==> src/rtl/spi_memory_pkg.sv <==
// Shared constants for the spi_memory SPI-slave register file.
package spi_memory_pkg;

    localparam int ADDR_W    = 7;
    localparam int DATA_W    = 8;
    localparam int MEM_DEPTH = 128;
    localparam int BIT_CNT_W = 3;

    localparam logic RW_READ = 1'b1;

    typedef logic [2:0] state_t;

    localparam state_t ST_IDLE       = 3'd0;
    localparam state_t ST_ADDR       = 3'd1;
    localparam state_t ST_WRITE_DATA = 3'd2;
    localparam state_t ST_READ_DATA  = 3'd3;
    localparam state_t ST_DONE       = 3'd4;

endpackage

==> src/rtl/spi_input_conditioner.sv <==
// Pin synchronizer with one-clk rise/fall pulses; reset loads the pin's idle level.
module spi_input_conditioner #(
    parameter int   SYNC_STAGES = 2,
    parameter logic IDLE_LEVEL  = 1'b0
) (
    input  logic clk,
    input  logic rst,
    input  logic pin,
    output logic sync,
    output logic rise,
    output logic fall
);

    logic [SYNC_STAGES-1:0] stages;
    logic                   prev;

    // prev holds the previous synchronized level so the pulses are registered.
    always_ff @(posedge clk or posedge rst) begin
        if (rst) begin
            stages <= {SYNC_STAGES{IDLE_LEVEL}};
            prev   <= IDLE_LEVEL;
            rise   <= 1'b0;
            fall   <= 1'b0;
        end else begin
            stages <= {stages[SYNC_STAGES-2:0], pin};
            prev   <= stages[SYNC_STAGES-1];
            rise   <= stages[SYNC_STAGES-1] & ~prev;
            fall   <= ~stages[SYNC_STAGES-1] & prev;
        end
    end

    assign sync = stages[SYNC_STAGES-1];

endmodule

==> src/rtl/spi_memory.sv <==
// SPI mode-0 slave in front of a 128 x 8 register memory.
// Define MISO_TRISTATE_EN to release miso_pin outside the read phase.
module spi_memory
    import spi_memory_pkg::*;
#(
    parameter int SYNC_STAGES = 2
) (
    input  logic       clk,
    input  logic       reset,
    input  logic       sclk_pin,
    input  logic       cs_pin,
    output logic       miso_pin,
    input  logic       mosi_pin,
    output logic [3:0] leds
);

    logic sclk_sync, sclk_rise, sclk_fall;
    logic cs_sync, cs_rise, cs_fall;
    logic mosi_sync, mosi_rise, mosi_fall;
    logic unused_pulses;

    spi_input_conditioner #(.SYNC_STAGES(SYNC_STAGES), .IDLE_LEVEL(1'b0)) u_sclk (
        .clk(clk), .rst(reset), .pin(sclk_pin),
        .sync(sclk_sync), .rise(sclk_rise), .fall(sclk_fall)
    );

    spi_input_conditioner #(.SYNC_STAGES(SYNC_STAGES), .IDLE_LEVEL(1'b1)) u_cs (
        .clk(clk), .rst(reset), .pin(cs_pin),
        .sync(cs_sync), .rise(cs_rise), .fall(cs_fall)
    );

    spi_input_conditioner #(.SYNC_STAGES(SYNC_STAGES), .IDLE_LEVEL(1'b0)) u_mosi (
        .clk(clk), .rst(reset), .pin(mosi_pin),
        .sync(mosi_sync), .rise(mosi_rise), .fall(mosi_fall)
    );

    assign unused_pulses = ^{sclk_sync, cs_rise, cs_fall, mosi_rise, mosi_fall};

    state_t               state;
    logic [BIT_CNT_W-1:0] bit_cnt;
    logic [DATA_W-1:0]    shift_in;
    logic [DATA_W-1:0]    shift_out;
    logic [ADDR_W-1:0]    addr;
    logic                 miso_q;
    logic                 read_done;

    logic [DATA_W-1:0]    mem [MEM_DEPTH];
    logic                 last_bit;
    logic                 mem_we;
    logic [DATA_W-1:0]    write_data;
    logic [ADDR_W-1:0]    cmd_addr;

    assign last_bit   = (bit_cnt == '1);
    assign write_data = {shift_in[DATA_W-2:0], mosi_sync};
    assign cmd_addr   = shift_in[ADDR_W-1:0];
    // cs high overrides any sclk edge in the same clk, so aborts never write.
    assign mem_we     = (state == ST_WRITE_DATA) && sclk_rise && last_bit && !cs_sync;

    always_ff @(posedge clk) begin
        if (mem_we) begin
            mem[addr] <= write_data;
        end
    end

    always_ff @(posedge clk or posedge reset) begin
        if (reset) begin
            state     <= ST_IDLE;
            bit_cnt   <= '0;
            shift_in  <= '0;
            shift_out <= '0;
            addr      <= '0;
            miso_q    <= 1'b0;
            read_done <= 1'b0;
        end else if (cs_sync) begin
            state     <= ST_IDLE;
            bit_cnt   <= '0;
            shift_in  <= '0;
            shift_out <= '0;
            miso_q    <= 1'b0;
            read_done <= 1'b0;
        end else begin
            case (state)
                ST_IDLE: state <= ST_ADDR;
                ST_ADDR: begin
                    if (sclk_rise) begin
                        shift_in <= write_data;
                        bit_cnt  <= bit_cnt + 1'b1;
                        if (last_bit) begin
                            addr <= cmd_addr;
                            if (mosi_sync == RW_READ) begin
                                shift_out <= mem[cmd_addr];
                                state     <= ST_READ_DATA;
                            end else begin
                                state     <= ST_WRITE_DATA;
                            end
                        end
                    end
                end
                ST_WRITE_DATA: begin
                    if (sclk_rise) begin
                        shift_in <= write_data;
                        bit_cnt  <= bit_cnt + 1'b1;
                        if (last_bit) begin
                            state <= ST_DONE;
                        end
                    end
                end
                ST_READ_DATA: begin
                    if (sclk_fall) begin
                        miso_q    <= shift_out[DATA_W-1];
                        shift_out <= {shift_out[DATA_W-2:0], 1'b0};
                        bit_cnt   <= bit_cnt + 1'b1;
                        if (last_bit) begin
                            state     <= ST_DONE;
                            read_done <= 1'b1;
                        end
                    end
                end
                ST_DONE: state <= ST_DONE;
                default: state <= ST_IDLE;
            endcase
        end
    end

`ifdef MISO_TRISTATE_EN
    assign miso_pin = ((state == ST_READ_DATA) || ((state == ST_DONE) && read_done)) ? miso_q : 1'bz;
`else
    assign miso_pin = miso_q;
`endif

    assign leds = {~cs_sync, state};

endmodule

==> config.mk <==
export PLATFORM = sky130hd
export DESIGN_NAME = spi_memory
export DESIGN_NICKNAME = d
export VERILOG_FILES = /design/src/rtl/spi_memory_pkg.sv /design/src/rtl/spi_input_conditioner.sv /design/src/rtl/spi_memory.sv
export SDC_FILE = /design/constraint.sdc
export NUM_CORES = 1
export LEC_CHECK = 0
export ABC_AREA = 1
export ABC_CLOCK_PERIOD_IN_PS = 3000
export BUFFER_PORTS_ARGS = -buffer_cell sky130_fd_sc_hd__buf_2
export CAP_MARGIN = 20
export CORE_ASPECT_RATIO = 0.5
export CORE_UTILIZATION = 40
export CTS_BUF_LIST = sky130_fd_sc_hd__clkbuf_4 sky130_fd_sc_hd__clkbuf_8 sky130_fd_sc_hd__clkbuf_16
export DETAILED_ROUTE_END_ITERATION = 7
export PLACE_DENSITY = 0.63
export SYNTH_ARGS = -nofsm -noshare
export SYNTH_HDL_FRONTEND = slang
export SYNTH_SLANG_ARGS = --single-unit
==> constraint.sdc <==
create_clock -name clk -period 3 [get_ports clk]
set_input_delay 0.45 -clock clk [delete_from_list [all_inputs] [get_ports clk]]
set_output_delay 0.45 -clock clk [all_outputs]
set_load 0.02 [all_outputs]
[Word level (Yosys, flattened, before mapping)]
Memory sizes are Yosys's and may differ from the RTL's.
Cells that the tools add are included.
Cells by class
  bitwise gates (word level): 5
  multiplexer cells: 26
  reductions and logical operators: 18
  add/subtract/negate cells: 1
  equality and inequality tests: 11
Operator list (number)
  $mux 8: 5
  $mux 3: 9
  $mux 7: 3
  $pmux 8 s2: 1
  $ne 3x1->1 const B: 5
  $pmux 3 s5: 1
  $reduce_and 4->1: 2
  $reduce_bool 2->1: 4
  $eq 3x2->1 const B: 2
  $eq 3x3->1 const B: 2
  $mux 1: 6
  $pmux 3 s2: 1
  $reduce_bool 3->1: 2
  $reduce_and 5->1: 1
  $reduce_and 2->1: 2
  $add 3x1->3 const B: 1
  $eq 3x1->1 const B: 1
  $logic_and 1x1->1: 3
  $logic_not 3->1: 1
  $ne 3x2->1 const B: 1
  $not 1->1: 3
  $reduce_and 3->1: 1
  $and 1x1->1: 2
  $reduce_or 2->1: 1
  $logic_not 1->1: 1
Storage, ports and cells
  memory bits (writable): 1024
  memories kept: 1
  register bits: 38
  output and inout bits: 5
Memory list
  mem: depth 128, bits a word 8, read ports 1, clocked after memory_dff 0, wr ports 1, RTL line spi_memory.sv:47  | logic [DATA_W-1:0] mem [MEM_DEPTH];

[Longest topological paths before layout]
  depth after elaboration: 6
  gate-level depth with buffers: 16

[Modules after synthesis]
A second synthesis with hierarchy kept.
Unflattened totals
  cell total of the unflattened synthesis: 3712
  area total of the unflattened synthesis: 43518.0 µm²
By module, submodules not included
  spi_memory: area each 43082.6 µm², times used 1, cells each 3682, sequential area each 31475.2 µm²
  spi_input_conditioner (u_mosi ...): area each 143.9 µm², times used 2, cells each 10, sequential area each 125.1 µm²
  spi_input_conditioner (u_cs): area each 147.6 µm², times used 1, cells each 10, sequential area each 128.9 µm²

[Worst setup path before layout]
OpenSTA, ideal clock, no wires.
  path type: register -> register
  start point: reg shift_in[0]
  end point: reg shift_out[7]
  cell stages (with the launch flop): 17
  setup time: 0.116 ns
  slack: -0.334 ns
  data arrival time: 3.218 ns
  period minus slack after synthesis: 3.334 ns
  cell sequence: dfrtp_1 buf_4 inv_2 buf_2 buf_2 nand2_1 nand3_1 nand3_1 nand2_1 nand2_1 nand3_1 nand3_1 nand3_1 nand2_1 nand2_1 nand2_1 nand2_1
Between the ends
  word-level cells in the longest chain between the ends: 6
RTL lines
  from (decl): RTL line spi_memory.sv:41  | logic [DATA_W-1:0] shift_in;
  from (signal assigned): RTL line spi_memory.sv:86  | shift_in <= write_data;
  from (signal assigned): RTL line spi_memory.sv:101  | shift_in <= write_data;
  $mem_v2 128x8
  $mux 8: RTL line spi_memory.sv:90  | if (mosi_sync == RW_READ) begin
  $mux 8: RTL line spi_memory.sv:88  | if (last_bit) begin
  $mux 8: RTL line spi_memory.sv:85  | if (sclk_rise) begin
  $pmux 8 s2: RTL line spi_memory.sv:82  | case (state)
  $mux 8: RTL line spi_memory.sv:74  | end else if (cs_sync) begin
  to (signal assigned): RTL line spi_memory.sv:91  | shift_out <= mem[cmd_addr];
  to (signal assigned): RTL line spi_memory.sv:111  | shift_out <= {shift_out[DATA_W-2:0], 1'b0};
  to (decl): RTL line spi_memory.sv:42  | logic [DATA_W-1:0] shift_out;
No other way between the ends. The select of a mux whose other input is x is not followed.
A chain may end at the register's enable or synchronous reset.

[Worst setup path in the final report]
  start point: reg bit_cnt[0]
  end point: mem mem[70][1] (enable)
Between the ends
  word-level cells in the longest chain between the ends: 5
RTL lines
  from (decl): RTL line spi_memory.sv:40  | logic [BIT_CNT_W-1:0] bit_cnt;
  from (signal assigned): RTL line spi_memory.sv:87  | bit_cnt <= bit_cnt + 1'b1;
  from (signal assigned): RTL line spi_memory.sv:102  | bit_cnt <= bit_cnt + 1'b1;
  from (signal assigned): RTL line spi_memory.sv:112  | bit_cnt <= bit_cnt + 1'b1;
  $eq 3x3->1: RTL line spi_memory.sv:53  | assign last_bit = (bit_cnt == '1);
  $logic_and 1x1->1 (2 in a row): RTL line spi_memory.sv:57  | assign mem_we = (state == ST_WRITE_DATA) && sclk_rise && last_bit && !cs_sync;
  $mux 1: RTL line spi_memory.sv:60  | if (mem_we) begin
  $mux 1 (not written as such): RTL line spi_memory.sv:61  | mem[addr] <= write_data;
  to (decl): RTL line spi_memory.sv:47
No other way between the ends.

==> flow_metrics.tcl <==
set metrics [dict create \
    syn_area_mm2 0.0432 \
    initial_core_util_pct 40.8 \
    drive_gt1_share_pct 9.93 \
    final_common_cell "nand2_1" \
    postCtsSetupBuffers 0 \
    yosysWarningCount 0 \
    worstMarginPinSlew_ps 1110 \
    clock_latency_ps 700 \
    drcViolationCount 0 \
    status "finished clean" \
    critical_path_buf_inv_count 2 \
    cts_tree "done" \
    pwr_density_cell_mw_per_mm2 605 \
    worst_path_max_delay_cell "nor2_1" \
    grt_max_degree 131 \
    yosys_register_bits 1062 \
    setup_ws_ps 257 \
    pre_cts_slack_ps 266 \
    die_w_um 467 \
    drv_cap 0 \
    nets 3792 \
    worstPathCellList "ha_1, ha_1, inv_1, nor3_1, nand3_1, nor2_1, nand2_1, buf_4, nor2_1" \
    crit_path_max_incr_delay_ps 700 \
    leakagePower_uw 0.0179 \
    syn2layout_area_growth_pct 13.4 \
    cts_max_level 3 \
    drt_iter0_drc 3314 \
    coreArea_mm2 0.106 \
    synth_cell_types 27 \
    ys_seq_area_share_pct 73.3 \
    clock_sinks 1062 \
    port_buffers 9 \
    synth_cells 3717 \
    num_vias 28140 \
    required_ps 3310 \
    period_share_pct 91.4 \
    viasPerCell 5.32 \
    cts-root-buf "clkbuf_16" \
    period_needed_ps 2740 \
    crit_family "simple AND/OR/NAND/NOR gates" \
    setup_viol 0 \
    fillers 9400 \
    arrival_ps 3050 \
    grt_setup_unrepaired "no" \
    dpl.hpwl_um 61900 \
    synth.net_count 3724 \
    skew_ps 27.5 \
    grt_pass1_vias 27293 \
    slew_violations 0 \
    avgSynthCellArea_um2 11.6 \
    start_kind "flip-flop" \
    cts_buffer_depth 3 \
    die_h_um 234 \
    layout_common_cells "1192 x nand2_1, 1024 x edfxtp_1, 906 x nand3_1" \
    gp_congestion 0.862 \
    criticalPathCategory "reg2reg" \
    tns_ps 0 \
    rows 84 \
    path_max_fanout 16 \
    grt_use_total_pct 19.7 \
    relSlewSlack_pct 26.1 \
    end_kind "flip-flop" \
    antenna_found_initial 1 \
    gr-total-overflow 0 \
    n_antenna_cell 0 \
    fp.dieArea_mm2 0.109 \
    hold_viol 0 \
    wl_per_cell_um 20.4 \
    cts_buffers 98 \
    holdCritPathClass "reg2reg" \
    grt_pass1_wl_um 164000 \
    first_pass_iters 6 \
    cts.reportedPaths.clkPinSlew_ps 60 \
    ir_drop_v 0.000478 \
    io_pins 10 \
    wirelength_um 108000 \
    fmax_ghz 0.365 \
    ant_nets 0 \
]
flip-flops by register name, indices dropped and copies added, names as in the netlist:
register       cells
state              3
bit_cnt            3
miso_pin           1
u_sclk.fall        1
u_cs.stages        2
u_sclk.stages      2
mem             1024
addr               7
shift_in           7
u_sclk.rise        1
u_mosi.stages      2
shift_out          8
u_sclk.prev        1
repair_timing:
item,4_1_cts,5_1_grt
endpoints found under the hold margin,39,0
gates resized for setup,0,1
hold buffers,4,0
setup endpoints to repair,0,7
Yosys cell counts (all sizes together):
library cell  instances  area, um^2
nand2              1192        4470
clkinv                2        7.51
o21ai                53         265
and3                  1        6.26
nor2                173         662
ha                    2        25.0
inv                  48         180
o22ai                 8        50.1
a31oi                 1        6.26
o2111ai               1        8.76
a21oi                26         130
a211o                 1        8.76
nor3                  3        15.0
dfrtp                36         901
buf                 172         897
clkbuf               65         244
edfxtp             1024       30700
dfstp                 2        52.6
nand3               906        4530
o21a                  1        7.51
worst paths after layout:
path	cells after the start	start	end	slack, ps
min reg2reg	0	u_mosi.stages[0]	u_mosi.stages[1]	350
max	9	bit_cnt[0]	mem[70][1]	260
max in group asynchronous	4	reset	shift_in[0]	2150
min	0	u_mosi.stages[0]	u_mosi.stages[1]	350
min in group asynchronous	4	reset	u_mosi.stages[0]	440
max reg2reg	9	bit_cnt[0]	mem[70][1]	260
through the flow:
step	std cells	utilization (%)	area, um^2	power [uW]	hold slack [ps]
finish	5286	46.2	49000	29700	352
global route	5286	46.2	49000	30500	354
detailed placement	5100	43.2	45800	17500	336
floorplan	3717	-	43200	17200	331
global placement	5100	43.2	45800	17500	335
CTS	5286	46.2	49000	29800	350
per-layer routing:
metal | track usage [%] | wire [um] | up-vias
met5 | 0 | 0 | -
met1 | 26.9 | 46300 | 13763
li1 | - | - | 13196
met3 | 3.71 | 7970 | 182
met4 | 6.38 | 2850 | 0
met2 | 31.9 | 50500 | 999
layout make-up:
type	count	area, um^2	area share (%)
tap	1419	1780	3.62
multi-input combinational	2368	10200	20.8
clock buffer	122	2650	5.41
inverter	50	205	0.419
timing repair buffer	205	1910	3.91
clock inverter	60	546	1.11
sequential	1062	31700	64.7
kinds of logic (layout without fill, tap and decap cells):
| family | after synthesis | in the layout | synth area share (%) |
|---|---|---|---|
| buffers and inverters | 287 | 437 | 3.07 |
| flip-flops | 1062 | 1062 | 73.3 |
| AND/OR/NAND/NOR | 2275 | 2275 | 22.4 |
| adder cells (fa/ha/maj) | 2 | 2 | 0.0579 |
| AO/OA/AOI/OAI | 91 | 91 | 1.10 |
where the power goes:
part / internal, uW / switching (uW) / leakage (uW)
Combinational: 276 / 722 / 0.00586
Clock: 6990 / 5490 / 0.00158
Sequential: 16100 / 44.8 / 0.0105
Total: 23400 / 6260 / 0.0179
(Power assumes the default switching activity.)
